--- config.mk ---
export PLATFORM = sky130hd
export DESIGN_NAME = register_file
export DESIGN_NICKNAME = d
export VERILOG_FILES = /design/src/rtl/register_file.sv
export SDC_FILE = /design/constraint.sdc
export NUM_CORES = 2
export LEC_CHECK = 0
export BUFFER_PORTS_ARGS = -buffer_cell sky130_fd_sc_hd__buf_4
export CAP_MARGIN = 20
export CORE_MARGIN = 2
export CORE_UTILIZATION = 50
export DETAILED_ROUTE_END_ITERATION = 10
export HOLD_SLACK_MARGIN = 0.02
export PLACE_DENSITY = 0.79
export SETUP_SLACK_MARGIN = 0.05
export SLEW_MARGIN = 5
export SYNTH_ARGS = -nofsm -noshare
export SYNTH_HDL_FRONTEND = slang
export SYNTH_SLANG_ARGS = --single-unit
--- constraint.sdc ---
create_clock -name clk -period 2.15 [get_ports clk]
set_input_delay 0.3225 -clock clk [delete_from_list [all_inputs] [get_ports clk]]
set_output_delay 0.3225 -clock clk [all_outputs]
set_load 0.005 [all_outputs]
--- src/rtl/register_file.sv ---
// 32x32 register file with two registered read ports, write-through bypass,
// and a busy scoreboard tracking in-flight destination registers.
module register_file (
    input  logic        clk,
    input  logic        reset,
    input  logic        reg_write_in,
    input  logic [4:0]  rd_in,
    input  logic [31:0] wb_data_in,
    input  logic [4:0]  rs_addr,
    input  logic [4:0]  rt_addr,
    input  logic        issue_en,
    input  logic [4:0]  issue_rd,
    output logic [31:0] rs_data,
    output logic [31:0] rt_data,
    output logic        rs_busy,
    output logic        rt_busy
);

    localparam int unsigned DATA_W = 32;
    localparam int unsigned NUM_REGS = 32;

    logic [DATA_W-1:0]   regs_q [NUM_REGS];
    logic [DATA_W-1:0]   regs_d [NUM_REGS];
    logic [NUM_REGS-1:0] busy_q, busy_d;
    logic [DATA_W-1:0]   rs_data_q, rs_data_d;
    logic [DATA_W-1:0]   rt_data_q, rt_data_d;
    logic                rs_busy_q, rs_busy_d;
    logic                rt_busy_q, rt_busy_d;

    logic                wr_en;
    logic                iss_en;
    logic [NUM_REGS-1:0] wr_mask;
    logic [NUM_REGS-1:0] iss_mask;
    logic [NUM_REGS-1:0] busy_cleared;

    // Register array update, bypassed reads, and scoreboard next state.
    always_comb begin
        wr_en        = reg_write_in && (rd_in != 5'd0);
        iss_en       = issue_en && (issue_rd != 5'd0);
        wr_mask      = wr_en  ? (NUM_REGS'(1) << rd_in)    : '0;
        iss_mask     = iss_en ? (NUM_REGS'(1) << issue_rd) : '0;

        regs_d = regs_q;
        if (wr_en) begin
            regs_d[rd_in] = wb_data_in;
        end

        // Reported busy sees the same-edge clear but not the same-edge set.
        busy_cleared = busy_q & ~wr_mask;
        busy_d       = busy_cleared | iss_mask;
        busy_d[0]    = 1'b0;

        if (rs_addr == 5'd0) begin
            rs_data_d = '0;
        end else if (wr_en && (rd_in == rs_addr)) begin
            rs_data_d = wb_data_in;
        end else begin
            rs_data_d = regs_q[rs_addr];
        end

        if (rt_addr == 5'd0) begin
            rt_data_d = '0;
        end else if (wr_en && (rd_in == rt_addr)) begin
            rt_data_d = wb_data_in;
        end else begin
            rt_data_d = regs_q[rt_addr];
        end

        rs_busy_d = busy_cleared[rs_addr];
        rt_busy_d = busy_cleared[rt_addr];
    end

    always_ff @(posedge clk) begin
        if (reset) begin
            for (int i = 0; i < int'(NUM_REGS); i++) begin
                regs_q[i] <= '0;
            end
            busy_q    <= '0;
            rs_data_q <= '0;
            rt_data_q <= '0;
            rs_busy_q <= 1'b0;
            rt_busy_q <= 1'b0;
        end else begin
            for (int i = 1; i < int'(NUM_REGS); i++) begin
                regs_q[i] <= regs_d[i];
            end
            regs_q[0] <= '0;
            busy_q    <= busy_d;
            rs_data_q <= rs_data_d;
            rt_data_q <= rt_data_d;
            rs_busy_q <= rs_busy_d;
            rt_busy_q <= rt_busy_d;
        end
    end

    assign rs_data = rs_data_q;
    assign rt_data = rt_data_q;
    assign rs_busy = rs_busy_q;
    assign rt_busy = rt_busy_q;

endmodule

==> results.cfg <==
[timing]
hold_viol = 0
setup_violations = 0
clock.fmax_ghz = 0.481
clock-skew-final_ns = 0.0447
final_period_minus_worst_setup_slack_ns = 2.08
grt_setup_unrepaired = false
timing.max_slew.rel_slack_pct = 31.0
finalCritPeriodShare_pct = 96.6
worst-slew-pin-transition_ns = 1.03
final-max-slew-violation-count = 0

[place]
io_buffers = 121
globalplace.congestion = 0.985
detailedPlacementHpwl_mm = 133
dpl_cell_area_um2 = 59600
dpl.cell_count = 7435

[grt]
grt.overflow.total = 0
grt_start_max_net_pins = 134
grtUsageTotal_pct = 39.4
grt_pass1_vias = 51100
antenna_found_initial = 22
grt_pass1_wl_mm = 327

[power_and_ir_drop]
clock_power_share_pct = 44.6
internal_power_mw = 33.2
leakage_nw = 21.3
irDropWorstVdd_uv = 667
power_frac_seq_pct = 45.9
power-per-cell-area_nw_per_um2 = 705
power.net_switching_mw = 11.6
power_share_of_the_combinational_group_pct = 9.5
swShare_pct = 25.9
report.power.total_mw = 44.8

[final_layout]
design_area_um2 = 63500
final_util_pct = 59.2
final_layout_size_suffix_gt1_share_pct = 21.5
flow.area_growth_from_synthesis_pct = 17.0
fin_cells = 7672
nets = 6217

[drt]
routed-via-count = 53600
post_drt_wl_per_cell_um = 29.3
first_pass_iters = 11
detail_route.iter0.violations = 10500
route.detailed.vias_per_inst = 6.99
post-route-drc-count = 1
wl_mm = 225
ant_nets = 0

[critical_path]
worstSetupPathType = flip-flop to flip-flop
rr_startpoint = regs_q[434]$_SDFFE_PP0P_
timing.critical_path.from = regs_q[434]$_SDFFE_PP0P_
crit_chain = mux4_2 > mux2i_1 > a2111oi_1 > buf_4 > a21oi_1 > a211oi_1 > buf_4
critical_path.n_buffers_inverters = 2
critical_path.top_delay_family = compound AO/OA/AOI/OAI gates
critical_path.startpoint_type = flip-flop
cp_data_required_time_ns = 2.80
cell_repeated_most_along_the_worst_path = sky130_fd_sc_hd__buf_4
crit_path_top_delay_cell = sky130_fd_sc_hd__a2111oi_1
slowest_delay_ns = 0.59
timing.critical_path.fanout_max = 3
timing.critical_path.to_type = flip-flop
timing.critical_path.arrival_ns = 2.72
timing.reg2reg.setup_slack_ns = 0.07

[clock_network]
tritoncts = yes
max-clock-path-buffers = 3
cts_inserted_buffers = 108
clkSlewWorstSetupHoldPaths_ns = 0.07
clock_insertion_delay_worst_skew_ns = 0.73
ctsRootBufferMaster = sky130_fd_sc_hd__clkbuf_16
cts_max_level = 3
clock_sink_count = 1089

[run_status]
outcome = complete, but fails checks
violations = DRC

[floorplan]
core_area_um2 = 107000
chipHeight_um = 334
core.rowCount = 120
floorplan.initialDensity_pct = 50.6
floorplan.die.width_um = 334
die-area_um2 = 111000
number_of_ports_placed_on_the_die_boundary = 122

[synth]
count_of_flip_flops_with_a_built_in_enable_after_synthesis = 0
synth.net_count = 6209
syn_inst = 6153
synth-seq-cells = 1089
synth_async_sr_flop_share_pct = 0
synthesis_warning_total = 0
synth_flop_cell = sky130_fd_sc_hd__dfxtp_1
netlist_area_um2 = 54300
synth_seq_area_share_pct = 40.1
per_instance_average_area_after_synthesis_um2 = 8.83
yosysUniqueCellTypes = 63

[worst_hold_path]
hold_path_class = input port to flip-flop
hold_path.startpoint = wb_data_in[17]

[flow_run]
maximum_capacitance_violations = 0
[power groups by stage]
stage | logic [mW] | clock network (mW) | registers [mW]
2_1_floorplan | 2.29 | 0 | 20.9
3_3_place_gp | 3.96 | 0 | 21.0
3_5_place_dp | 4.02 | 0 | 21.0
4_1_cts | 4.07 | 19.8 | 20.5
5_1_grt | 4.33 | 20.7 | 20.5
6_report | 4.27 | 20.0 | 20.5
[metal layers]
metal,GRT usage (%),wire length (um),up-vias
met5,0,115,-
met1,48.4,71600,25200
met4,27.3,19700,20
li1,-,-,21400
met2,54.7,90100,5434
met3,18.3,43600,1538
[kinds of logic (layout without fill, tap and decap cells)]
kind of cell | Yosys count | in the layout | synth area share (%)
flops | 1089 | 1089 | 40.1
mux | 653 | 653 | 23.7
other cells | 0 | 14 | 0
simple gates | 2402 | 2402 | 17.3
buf+inv | 673 | 775 | 5.33
xor+xnor | 10 | 10 | 0.161
compound gates | 1326 | 1326 | 13.4
[cells in the mapped netlist (3+ instances only)]
cell | count | area [um^2]
sky130_fd_sc_hd__o211ai_1 | 10 | 75.1
sky130_fd_sc_hd__a31oi_1 | 4 | 25.0
sky130_fd_sc_hd__o22ai_1 | 11 | 68.8
sky130_fd_sc_hd__nor2_1 | 85 | 319
sky130_fd_sc_hd__nand4b_1 | 4 | 35.0
sky130_fd_sc_hd__buf_2 | 106 | 531
sky130_fd_sc_hd__o21ai_0 | 46 | 230
sky130_fd_sc_hd__nand3_1 | 29 | 145
sky130_fd_sc_hd__nor2b_1 | 36 | 225
sky130_fd_sc_hd__a211oi_1 | 63 | 473
sky130_fd_sc_hd__a21oi_1 | 1071 | 5360
sky130_fd_sc_hd__or2_2 | 8 | 50.1
sky130_fd_sc_hd__buf_6 | 8 | 90.1
sky130_fd_sc_hd__mux2i_1 | 115 | 1150
sky130_fd_sc_hd__nor3b_1 | 4 | 30.0
sky130_fd_sc_hd__nor3_1 | 43 | 215
sky130_fd_sc_hd__buf_4 | 35 | 263
sky130_fd_sc_hd__nand2_1 | 2157 | 8100
sky130_fd_sc_hd__buf_1 | 10 | 37.5
sky130_fd_sc_hd__a311oi_1 | 8 | 70.1
sky130_fd_sc_hd__clkbuf_1 | 487 | 1830
sky130_fd_sc_hd__dfxtp_1 | 1089 | 21800
sky130_fd_sc_hd__a221oi_1 | 28 | 245
sky130_fd_sc_hd__a221o_1 | 4 | 40.0
sky130_fd_sc_hd__xor2_1 | 3 | 26.3
sky130_fd_sc_hd__inv_1 | 6 | 22.5
sky130_fd_sc_hd__clkbuf_2 | 17 | 85.1
sky130_fd_sc_hd__a22oi_1 | 43 | 323
sky130_fd_sc_hd__a2111oi_0 | 16 | 140
sky130_fd_sc_hd__and3b_1 | 3 | 26.3
sky130_fd_sc_hd__nand2b_1 | 5 | 31.3
sky130_fd_sc_hd__mux2_2 | 33 | 372
sky130_fd_sc_hd__o2111ai_1 | 9 | 78.8
sky130_fd_sc_hd__nand4_1 | 4 | 25.0
sky130_fd_sc_hd__and2_1 | 6 | 37.5
sky130_fd_sc_hd__xnor2_1 | 7 | 61.3
sky130_fd_sc_hd__mux4_2 | 504 | 11400
[final cells by class]
type,count,area [um^2]
timing repair buffer,563,6250
antenna,14,35.0
inverter,8,35.0
multi-input combinational,4391,29900
sequential,1089,21800
fill,8507,43800
clock inverter,49,520
clock buffer,155,3200
tap,1403,1760
[worst reg2reg max path: cells and delay by family (launching register included)]
kind / cells / cell delay [ns]
compound gates: 3 / 0.86
mux: 2 / 0.36
buf+inv: 2 / 0.40
flops: 1 / 0.38
[layout by cell type (no fill, tap or decap), types with 7 or more instances in the layout]
cell / netlist / final
sky130_fd_sc_hd__a311oi_1: 8 / 8
sky130_fd_sc_hd__dfxtp_1: 1089 / 1089
sky130_fd_sc_hd__nand3_1: 29 / 29
sky130_fd_sc_hd__nor2_1: 85 / 56
sky130_fd_sc_hd__o2111ai_1: 9 / 9
sky130_fd_sc_hd__nor2b_1: 36 / 35
sky130_fd_sc_hd__o21ai_0: 46 / 46
sky130_fd_sc_hd__dlygate4sd3_1: 0 / 19
sky130_fd_sc_hd__mux2i_1: 115 / 115
sky130_fd_sc_hd__a2111oi_0: 16 / 15
sky130_fd_sc_hd__clkbuf_8: 0 / 30
sky130_fd_sc_hd__diode_2: 0 / 14
sky130_fd_sc_hd__mux4_2: 504 / 504
sky130_fd_sc_hd__clkinvlp_4: 0 / 8
sky130_fd_sc_hd__xnor2_1: 7 / 7
sky130_fd_sc_hd__o22ai_1: 11 / 11
sky130_fd_sc_hd__a21oi_1: 1071 / 1071
sky130_fd_sc_hd__clkbuf_1: 487 / 16
sky130_fd_sc_hd__mux2_2: 33 / 33
sky130_fd_sc_hd__a211oi_1: 63 / 63
sky130_fd_sc_hd__o211ai_1: 10 / 10
sky130_fd_sc_hd__a221oi_1: 28 / 28
sky130_fd_sc_hd__a22oi_1: 43 / 43
sky130_fd_sc_hd__clkinv_2: 0 / 25
sky130_fd_sc_hd__nand2_1: 2157 / 2133
sky130_fd_sc_hd__bufinv_16: 0 / 7
sky130_fd_sc_hd__buf_12: 0 / 154
sky130_fd_sc_hd__clkbuf_16: 0 / 109
sky130_fd_sc_hd__nor3_1: 43 / 43
sky130_fd_sc_hd__nor2_4: 0 / 30
sky130_fd_sc_hd__or2_2: 8 / 10
sky130_fd_sc_hd__buf_4: 35 / 383
sky130_fd_sc_hd__nand2_2: 0 / 24
[sequential cells by signal (all words and copies together), names as in the netlist]
| register | count |
|---|---|
| rs_busy | 1 |
| regs_q | 992 |
| rt_busy | 1 |
| rt_data | 32 |
| rs_data | 32 |
| busy_q | 31 |
[worst paths after layout]
path / to / depth (start not counted)
min: regs_q[529]$_SDFFE_PP0P_ / 3
max reg2reg: rs_data[18]$_SDFF_PP0_ / 7
max: rs_data[18]$_SDFF_PP0_ / 7
min reg2reg: regs_q[924]$_SDFFE_PP0P_ / 2
[repair_timing]
action / 4_1_cts / 5_1_grt
buffers inserted: 0 / 0
hold buffers: 19 / 0
hold endpoints to repair: 169 / 0
setup endpoints to repair: 1 / 0
gates resized for setup: 1 / 0
[stage by stage]
step / setup TNS (ns) / worst slack, ns / hold slack (ns)
6_report: 0 / 0.0728 / 0.0237
3_3_place_gp: -8.59 / -0.333 / 0.448
5_1_grt: 0 / 0.0823 / 0.0374
2_1_floorplan: 0 / 0.0410 / 0.442
3_5_place_dp: -10.09 / -0.344 / 0.457
4_1_cts: 0 / 0.127 / 0.0200
(Power assumes the default switching activity.)
